[config.mk]
export PLATFORM = sky130hd
export DESIGN_NAME = ysyx_2022040010_if_axi_fetch_flat
export DESIGN_NICKNAME = d
export VERILOG_FILES = /design/src/rtl/ysyx_2022040010_if_axi_fetch_if.sv /design/src/rtl/ysyx_2022040010_if_axi_fetch.sv /design/src/flat_wrapper.sv
export SDC_FILE = /design/constraint.sdc
export NUM_CORES = 1
export LEC_CHECK = 0
export BUFFER_PORTS_ARGS = -buffer_cell sky130_fd_sc_hd__buf_2
export CAP_MARGIN = 20
export CORE_MARGIN = 2
export CORE_UTILIZATION = 45
export DETAILED_ROUTE_END_ITERATION = 8
export GPL_ROUTABILITY_DRIVEN = 0
export PLACE_DENSITY = 0.73
export SETUP_SLACK_MARGIN = 0.05
export SLEW_MARGIN = 30
export SYNTH_ARGS = -nofsm -noshare
export SYNTH_HDL_FRONTEND = slang
export SYNTH_SLANG_ARGS = --single-unit
[constraint.sdc]
create_clock -name clk -period 2.81 [get_ports clk]
set_clock_uncertainty 0.2 [all_clocks]
set_input_delay 0.1405 -clock clk [delete_from_list [all_inputs] [get_ports clk]]
set_output_delay 0.1405 -clock clk [all_outputs]
set_load 0.005 [all_outputs]
[src/rtl/ysyx_2022040010_if_axi_fetch_if.sv]
// AXI4 read-address / read-data channel bundle used by the instruction-fetch master.
//   master : the fetch unit (drives AR request and R ready)
//   slave  : the crossbar / memory side (drives AR ready and R beat)
interface ysyx_2022040010_if_axi_fetch_if;
  logic        ar_valid;
  logic        ar_ready;
  logic [63:0] ar_addr;
  logic [3:0]  ar_id;
  logic [7:0]  ar_len;
  logic [2:0]  ar_size;
  logic [1:0]  ar_burst;
  logic        r_valid;
  logic        r_ready;
  logic [63:0] r_data;
  logic [1:0]  r_resp;
  logic        r_last;
  logic [3:0]  r_id;

  modport master (
    output ar_valid, ar_addr, ar_id, ar_len, ar_size, ar_burst, r_ready,
    input  ar_ready, r_valid, r_data, r_resp, r_last, r_id
  );

  modport slave (
    input  ar_valid, ar_addr, ar_id, ar_len, ar_size, ar_burst, r_ready,
    output ar_ready, r_valid, r_data, r_resp, r_last, r_id
  );
endinterface

[src/rtl/ysyx_2022040010_if_axi_fetch.sv]
// Instruction-fetch AXI4 read master between the IF stage and the AXI crossbar.
// Issues single-beat 64-bit reads, keeps the last beat in a hold register and
// serves the 32-bit instruction for the current PC from it.
//
// Ports
//   clk, rst     : clock, synchronous active-high reset
//   isram_e      : fetch enable from IF
//   isram_addr   : fetch PC (4-byte aligned)
//   flush        : branch redirect, discards any in-flight fetch
//   isram_rdata  : instruction for isram_addr (RST_INST while nothing is held)
//   isram_valid  : isram_rdata is valid for the current isram_addr
//   fetch_err    : one-cycle pulse after a non-OKAY beat that was kept
//   stallreq_if  : isram_e & ~isram_valid
//   axi          : AR/R channels, master modport
//
// Build option
//   IFETCH_PAIR_EN : hold match uses addr[63:3], so the second instruction of
//                    a fetched beat hits without a new read. Undefined: addr[63:2].
module ysyx_2022040010_if_axi_fetch #(
  parameter logic [3:0]  AXI_ID   = 4'h0,
  parameter logic [31:0] RST_INST = 32'h0
) (
  input  logic                                   clk,
  input  logic                                   rst,
  input  logic                                   isram_e,
  input  logic [63:0]                            isram_addr,
  input  logic                                   flush,
  output logic [31:0]                            isram_rdata,
  output logic                                   isram_valid,
  output logic                                   fetch_err,
  output logic                                   stallreq_if,
  ysyx_2022040010_if_axi_fetch_if.master         axi
);

  typedef enum logic [1:0] {StIdle, StAr, StR} state_e;

  state_e      state_q;
  logic        hold_v_q;
  logic [63:2] hold_addr_q;
  logic [63:0] hold_data_q;
  logic [63:2] req_addr_q;
  logic        drop_q;
  logic        ar_valid_q;
  logic [63:0] ar_addr_q;
  logic        r_ready_q;
  logic        fetch_err_q;

  logic match;
  logic hit;
  logic beat;
  logic keep;

  always_comb begin
`ifdef IFETCH_PAIR_EN
    match = (hold_addr_q[63:3] == isram_addr[63:3]);
`else
    match = (hold_addr_q[63:2] == isram_addr[63:2]);
`endif
  end

  assign hit         = hold_v_q & match;
  assign isram_valid = isram_e & hit;
  assign stallreq_if = isram_e & ~isram_valid;
  assign isram_rdata = !hold_v_q     ? RST_INST :
                       isram_addr[2] ? hold_data_q[63:32] : hold_data_q[31:0];
  assign fetch_err   = fetch_err_q;

  assign beat = (state_q == StR) & axi.r_valid & r_ready_q;
  // A flush arriving on the beat cycle discards the beat as well.
  assign keep = beat & ~drop_q & ~flush;

  assign axi.ar_valid = ar_valid_q;
  assign axi.ar_addr  = ar_addr_q;
  assign axi.ar_id    = AXI_ID;
  assign axi.ar_len   = 8'h00;
  assign axi.ar_size  = 3'b011;
  assign axi.ar_burst = 2'b01;
  assign axi.r_ready  = r_ready_q;

  // Single outstanding read with len=0: r_id and r_last carry no information.
  logic unused_bits;
  assign unused_bits = ^{isram_addr[1:0], axi.r_last, axi.r_id, hold_addr_q[2]};

  always_ff @(posedge clk) begin
    if (rst) begin
      state_q     <= StIdle;
      hold_v_q    <= 1'b0;
      hold_addr_q <= '0;
      hold_data_q <= '0;
      req_addr_q  <= '0;
      drop_q      <= 1'b0;
      ar_valid_q  <= 1'b0;
      ar_addr_q   <= '0;
      r_ready_q   <= 1'b0;
      fetch_err_q <= 1'b0;
    end else begin
      fetch_err_q <= keep & (axi.r_resp != 2'b00);
      if (flush) hold_v_q <= 1'b0;

      unique case (state_q)
        StIdle: begin
          if (isram_e && !hit && !flush) begin
            ar_addr_q  <= {isram_addr[63:3], 3'b000};
            req_addr_q <= isram_addr[63:2];
            ar_valid_q <= 1'b1;
            state_q    <= StAr;
          end
        end
        StAr: begin
          // ar_valid is never retracted once raised; a flush only marks the beat.
          if (flush) drop_q <= 1'b1;
          if (axi.ar_ready) begin
            ar_valid_q <= 1'b0;
            r_ready_q  <= 1'b1;
            state_q    <= StR;
          end
        end
        StR: begin
          if (flush) drop_q <= 1'b1;
          if (beat) begin
            r_ready_q <= 1'b0;
            drop_q    <= 1'b0;
            state_q   <= StIdle;
            if (keep) begin
              hold_v_q    <= 1'b1;
              hold_addr_q <= req_addr_q;
              hold_data_q <= axi.r_data;
            end
          end
        end
        default: state_q <= StIdle;
      endcase
    end
  end

endmodule

[src/flat_wrapper.sv]
// flat-port wrapper written by rule: the top's interface ports become plain ports
module ysyx_2022040010_if_axi_fetch_flat 
#(
  parameter logic [3:0]  AXI_ID   = 4'h0,
  parameter logic [31:0] RST_INST = 32'h0
)
  (clk, rst, isram_e, isram_addr, flush, isram_rdata, isram_valid, fetch_err, stallreq_if, axi_ar_valid, axi_ar_addr, axi_ar_id, axi_ar_len, axi_ar_size, axi_ar_burst, axi_r_ready, axi_ar_ready, axi_r_valid, axi_r_data, axi_r_resp, axi_r_last, axi_r_id);
  ysyx_2022040010_if_axi_fetch_if axi_i ();
  input  logic clk;
  input  logic rst;
  input  logic isram_e;
  input  logic [63:0] isram_addr;
  input  logic flush;
  output logic [31:0] isram_rdata;
  output logic isram_valid;
  output logic fetch_err;
  output logic stallreq_if;
  output wire logic [$bits(axi_i.ar_valid)-1:0] axi_ar_valid;
  output wire logic [$bits(axi_i.ar_addr)-1:0] axi_ar_addr;
  output wire logic [$bits(axi_i.ar_id)-1:0] axi_ar_id;
  output wire logic [$bits(axi_i.ar_len)-1:0] axi_ar_len;
  output wire logic [$bits(axi_i.ar_size)-1:0] axi_ar_size;
  output wire logic [$bits(axi_i.ar_burst)-1:0] axi_ar_burst;
  output wire logic [$bits(axi_i.r_ready)-1:0] axi_r_ready;
  input wire logic [$bits(axi_i.ar_ready)-1:0] axi_ar_ready;
  input wire logic [$bits(axi_i.r_valid)-1:0] axi_r_valid;
  input wire logic [$bits(axi_i.r_data)-1:0] axi_r_data;
  input wire logic [$bits(axi_i.r_resp)-1:0] axi_r_resp;
  input wire logic [$bits(axi_i.r_last)-1:0] axi_r_last;
  input wire logic [$bits(axi_i.r_id)-1:0] axi_r_id;
  assign axi_ar_valid = axi_i.ar_valid;
  assign axi_ar_addr = axi_i.ar_addr;
  assign axi_ar_id = axi_i.ar_id;
  assign axi_ar_len = axi_i.ar_len;
  assign axi_ar_size = axi_i.ar_size;
  assign axi_ar_burst = axi_i.ar_burst;
  assign axi_r_ready = axi_i.r_ready;
  assign axi_i.ar_ready = axi_ar_ready;
  assign axi_i.r_valid = axi_r_valid;
  assign axi_i.r_data = axi_r_data;
  assign axi_i.r_resp = axi_r_resp;
  assign axi_i.r_last = axi_r_last;
  assign axi_i.r_id = axi_r_id;
  ysyx_2022040010_if_axi_fetch #(.AXI_ID(AXI_ID), .RST_INST(RST_INST)) u_core (.clk(clk), .rst(rst), .isram_e(isram_e), .isram_addr(isram_addr), .flush(flush), .isram_rdata(isram_rdata), .isram_valid(isram_valid), .fetch_err(fetch_err), .stallreq_if(stallreq_if), .axi(axi_i));
endmodule
==> results.json, run 1 <==
{
  "layout-drive-gt1-share_pct": 22.6,
  "cellPowerDensity_nw_per_um2": 493,
  "worst-setup-path-type": "input port to flop",
  "holdWs_ns": -0.0104,
  "finalHoldViolCount": 1,
  "worstSetupStartpointType": "input port",
  "synth_commonest_cells": "nand2_1 (259), dfxtp_1 (195), a21oi_1 (130)",
  "p_total_uw": 5740,
  "clockRootBuffer": "clkbuf_16",
  "worst-path-buf-inv": 5,
  "p_leak_uw": 0.00501,
  "io_pins": 259,
  "fp.coreArea_um2": 19300,
  "cpMostUsedCell": "buf_12",
  "cts_tree": "yes",
  "dpl.hpwl_um": 14900,
  "crit_path_end_kind": "flop",
  "critPathTopFamily": "buffers and inverters",
  "rsz0062_at_grt": "yes",
  "crit_chain": "dlygate4sd3_1, buf_2, xor2_1, a221o_1, a2111oi_1, nand4_1, buf_4, o211ai_4, buf_12, buf_12, mux2i_1, nor2_1",
  "drv_cap": 0,
  "drc_errors": 0,
  "rows": 51,
  "finalMaxSlewViolations": 0,
  "synth.avg_cell_area_um2": 8.42,
  "fp.dieW_um": 144,
  "required_ns": 2.92,
  "synth.largest_area_cell": "dfxtp_1",
  "synthCells": 1043,
  "synth_cell_types": 36,
  "drt-pass1-iter-count": 7,
  "yosys_warnings": 0,
  "start_util_pct": 45.4,
  "arrival_ns": 2.78,
  "synth_edf_count": 0,
  "grt_pass1_vias": 7364,
  "vdd_drop_max_mv": 0.406,
  "htree_levels": 4,
  "grt_max_degree": 92,
  "worstMarginPinSlew_ns": 0.725,
  "status": "finished, violations left",
  "final_nets": 1466,
  "insertion_delay_ns": 0.42,
  "violations": "negative hold slack",
  "drt_iter0_drc": 412,
  "clk_pin_slew_ns": 0.07,
  "wl_um": 24000,
  "yosys.area.top_type_share_pct": 44.5,
  "syn-cell-area_um2": 8780,
  "crit_slowest_cell": "dlygate4sd3_1",
  "placedCellCount": 1433,
  "overflow": 0,
  "hold_path.class": "input port to flop",
  "async_flop_share_pct": 0,
  "yosys_most_used_dff": "dfxtp_1",
  "avgViaCountPerCell": 4.89,
  "routedWlPerCell_um": 15.0,
  "vias": 7826,
  "final_cells": 1600,
  "slowest_delay_ns": 0.52,
  "period_needed_ns": 2.68,
  "yosysMostFrequentCell": "nand2_1",
  "track_usage_pct": 22.4,
  "crit_fanout": 11,
  "ys_ff_latch": 195,
  "synth-seq-area-share_pct": 44.5,
  "fp.dieH_um": 144,
  "cts_sinks": 195,
  "layout_worst_path_cycle_share_pct": 95.3,
  "setup_viol": 0,
  "grt_pass1_wl_um": 36400,
  "grt_antenna_before_repair": 1,
  "die_area_um2": 20600,
  "cts_buffer_depth": 2,
  "port_buffers": 231,
  "layout-area-overhead-vs-synth_pct": 32.6,
  "synth.area.top_cells": "dfxtp_1 (44%), nand2_1 (11%), mux2i_1 (11%)",
  "antenna_left": 0,
  "fmax_mhz": 373,
  "slew_headroom_pct": 51.7,
  "numCtsBuffers": 17
}
[cells in the final DEF (no fill, tap or decap), drive strengths merged, types with 2 or more instances in the layout]
| master | instances |
|---|---|
| nand2 | 259 |
| buf | 255 |
| dfxtp | 195 |
| a21oi | 130 |
| dlygate4sd3 | 130 |
| mux2i | 94 |
| nor2 | 68 |
| nor2b | 39 |
| xnor2 | 38 |
| conb | 20 |
| clkbuf | 20 |
| xor2 | 14 |
| inv | 14 |
| nand4 | 10 |
| nor4 | 7 |
| clkinv | 6 |
| nand2b | 5 |
| o221ai | 3 |
| ha | 3 |
| clkinvlp | 3 |
| nor3 | 3 |
| nand3 | 2 |
| a2111o | 2 |
| and2 | 2 |
| a2111oi | 2 |
| o211ai | 2 |
| o21ai | 2 |
[metal layers]
layer / global-route usage, % / share of wire, % / wire [um] / up-vias
li1: - / - / - / 3856
met1: 27.9 / 43 / 10300 / 3656
met2: 36.4 / 49 / 11700 / 247
met3: 5.76 / 4.7 / 1130 / 67
met4: 10.5 / 3.5 / 840 / 0
met5: 0 / 0 / 0 / -
[repair_timing]
| action | 4_1_cts | 5_1_grt |
|---|---|---|
| hold buffers | 131 | 0 |
| pin swaps | 1 | 3 |
| buffers inserted | 1 | 3 |
| endpoints found under the setup margin | 51 | 52 |
| resized for setup | 0 | 16 |
| hold endpoints to repair | 130 | 0 |
[worst reg2reg max path: cells and delay by family (launching register included)]
family / cells / cell delay [ns]
AO/OA/AOI/OAI: 2 / 0.42
AND/OR/NAND/NOR: 3 / 0.62
buffers and inverters: 3 / 0.54
XOR/XNOR: 1 / 0.21
flip-flops: 1 / 0.32
multiplexers: 1 / 0.23
[final cells by class]
class | instances | area [um^2]
sequential | 195 | 3910
fill | 1627 | 7690
tap | 265 | 332
multi-input combinational | 710 | 4040
timing repair buffer | 386 | 2790
antenna | 1 | 2.50
clock buffer | 20 | 447
clock inverter | 11 | 81.3
inverter | 12 | 45.0
[cell families (layout without fill, tap and decap cells)]
kind of cell,Yosys count,after routing,synth area share [%]
AO/OA/AOI/OAI,145,145,8.90
XOR/XNOR,52,52,5.19
adder cells (fa/ha/maj),3,3,0.427
buffers and inverters,156,429,11.3
flip-flops,195,195,44.5
multiplexers,94,94,10.7
other,2,21,0.0855
AND/OR/NAND/NOR,396,396,18.9
[power breakdown]
part | switching (uW) | leakage, uW | total, uW | internal, uW
Clock | 1050 | 0.000253 | 2210 | 1160
Combinational | 299 | 0.00318 | 671 | 372
Sequential | 43.0 | 0.00158 | 2860 | 2820
[sequential cells by signal (all words and copies together), names as in the netlist, 2 cells and up]
register	flops
u_core.req_addr_q	61
u_core.state_q	2
u_core.hold_data_q	64
u_core.hold_addr_q	62
[worst paths after layout]
check,slack (ns),from,depth (start not counted),endpoint
setup / recovery,0.13,isram_addr[45],12,u_core.req_addr_q[8]
hold / removal,-0.01,isram_addr[21],4,u_core.req_addr_q[21]
setup reg to reg,0.16,u_core.hold_addr_q[40],10,u_core.req_addr_q[8]
hold reg to reg,0.25,u_core.hold_data_q[55],2,u_core.hold_data_q[55]
[per-stage QoR]
stage | setup WS (ns) | TNS, ns | util, % | cell area [um^2]
2_1_floorplan | 0.572 | 0 | - | 8850
3_3_place_gp | -0.0607 | -0.854 | 50.2 | 9700
3_5_place_dp | -0.0712 | -1.25 | 50.2 | 9700
4_1_cts | 0.0553 | 0 | 59.7 | 11500
5_1_grt | -0.00567 | -0.00567 | 60.2 | 11600
6_report | 0.131 | 0 | 60.2 | 11600
Power figures use the tool's default switching activity.
==> run 2: changes to the inputs <==
PLACE_DENSITY = 0.71   (was 0.73)
clock period = 3 ns   (was 2.81 ns; I/O delays follow)
==> results.json, run 2 (same netlist as run 1, synthesis figures left out) <==
{
  "status": "finished clean",
  "hold_path.class": "input port to flop",
  "nFillCells": 1591,
  "final_common_cell": "nand2_1",
  "worstSetupStartpointType": "input port",
  "required_ns": 3.11,
  "drc_errors": 0,
  "regMostFlops": "u_core.hold_data_q",
  "vdd_drop_max_mv": 0.363,
  "fin_ws_ns": 0.139,
  "cts_sinks": 195,
  "fp.dieW_um": 144,
  "slew_headroom_pct": 49.5,
  "rsz0062_at_grt": "yes",
  "htree_levels": 4,
  "track_usage_pct": 23.3,
  "critPathTopFamily": "buffers and inverters",
  "diodes": 0,
  "layout-area-overhead-vs-synth_pct": 36.6,
  "fmax_mhz": 350,
  "slowest_delay_ns": 0.53,
  "grt_max_degree": 72,
  "p_total_uw": 5460,
  "layout_common_cells": "nand2_1 (259), buf_2 (230), dfxtp_1 (195), dlygate4sd3_1 (183), a21oi_1 (130)",
  "grt_pass1_vias": 7652,
  "port_buffers": 231,
  "largest_register_ffs": 64,
  "period_needed_ns": 2.86,
  "numCtsBuffers": 17,
  "layout-drive-gt1-share_pct": 20.6,
  "finalHoldViolCount": 0,
  "dpl.hpwl_um": 14300,
  "grt_antenna_before_repair": 0,
  "layout_worst_path_cycle_share_pct": 95.4,
  "cellPowerDensity_nw_per_um2": 455,
  "fin_tns_setup_ns": 0,
  "avgViaCountPerCell": 4.93,
  "setup_viol": 0,
  "clk_pin_slew_ns": 0.07,
  "finalMaxSlewViolations": 0,
  "final_nets": 1509,
  "drv_cap": 0,
  "reg_top3": "u_core.hold_data_q (64), u_core.hold_addr_q (62), u_core.req_addr_q (61)",
  "cpMostUsedCell": "nand4_1",
  "dp_slack_ns": 0.131,
  "crit_path_end_kind": "flop",
  "p_leak_uw": 0.00529,
  "fp.dieH_um": 144,
  "rows": 51,
  "antenna_left": 0,
  "crit_slowest_cell": "dlygate4sd3_1",
  "grt_pass1_wl_um": 37800,
  "start_util_pct": 45.4,
  "wl_um": 25100,
  "worst-path-buf-inv": 4,
  "fp.coreArea_um2": 19300,
  "routedWlPerCell_um": 15.3,
  "io_pins": 259,
  "clockRootBuffer": "clkbuf_16",
  "worstMarginPinSlew_ns": 0.757,
  "insertion_delay_ns": 0.43,
  "overflow": 0,
  "crit_fanout": 44,
  "arrival_ns": 2.97,
  "worst-setup-path-type": "input port to flop",
  "vias": 8096,
  "crit_chain": "dlygate4sd3_1, buf_2, xnor2_1, nand4_1, nor4_2, nand4_1, buf_4, o211ai_4, buf_12, mux2i_1, nor2_1",
  "die_area_um2": 20600,
  "drt_iter0_drc": 403,
  "cts_buffer_depth": 2,
  "cts_tree": "yes",
  "drt-pass1-iter-count": 5
}
## run 2: changes by cell type in the layout (fill, tap and decap cells not counted), sizes merged
cell,change
buf,-10
clkinv,-2
diode,-1
dlygate4sd3,+53
dlymetal6s4s,-1
inv,+3
or3,+1
## run 2: tightest hold or removal path: cells and delay by family
kind / cells / cell delay [ns]
buffers and inverters: 1 / 0.12
AOI/OAI and AO/OA: 3 / 0.35
and+or+nand+nor: 1 / 0.17
## run 2: timing repair
item | CTS | global route
hold buffers | 183 | 0
gates resized for setup | 0 | 3
endpoints found under the setup margin | 0 | 80
endpoints found under the hold margin | 135 | 0
setup buffers | 0 | 1
## run 2: layout make-up
cell class | count | area (um^2) | share of cell area, %
multi-input cells | 711 | 3990 | 33.3
flip-flops and latches | 195 | 3900 | 32.5
repair buffers | 428 | 3170 | 26.4
clock buffers | 20 | 467 | 3.89
well taps | 265 | 332 | 2.76
clock inverters | 12 | 96.3 | 0.803
inverters | 12 | 45.0 | 0.375
## run 2: final timing paths
check / startpoint / end / slack, ns / depth (start not counted)
setup reg to reg: u_core.state_q[0] / u_core.hold_data_q[15] / 0.15 / 8
hold reg to reg: u_core.req_addr_q[2] / u_core.hold_addr_q[2] / 0.26 / 2
hold / removal: isram_e / u_core.state_q[1] / 0.21 / 5
setup / recovery: isram_addr[25] / u_core.req_addr_q[3] / 0.14 / 11
## run 2: layer usage
layer	GRT usage [%]	share of wire, %	vias to the layer above
met4	11.2	3.3	0
met1	27.7	42	3819
met5	0	0	-
met2	40.0	50	261
met3	5.10	4.1	74
li1	-	-	3942
## run 2: report_power, final
group	switching, uW	internal, uW	leakage, uW
Combinational	271	324	0.00344
Clock	1040	1150	0.000272
Sequential	39.0	2640	0.00158
Total	1350	4110	0.00529
## run 2: per-stage QoR
step / utilization [%] / area [um^2] / hold slack, ns / instances
floorplan: - / 8850 / 0.0860 / 1061
global placement: 49.5 / 9570 / 0.191 / 1426
detailed placement: 49.5 / 9570 / 0.197 / 1426
CTS: 61.9 / 12000 / 0.188 / 1641
global route: 62.1 / 12000 / 0.220 / 1643
finish: 62.1 / 12000 / 0.206 / 1643
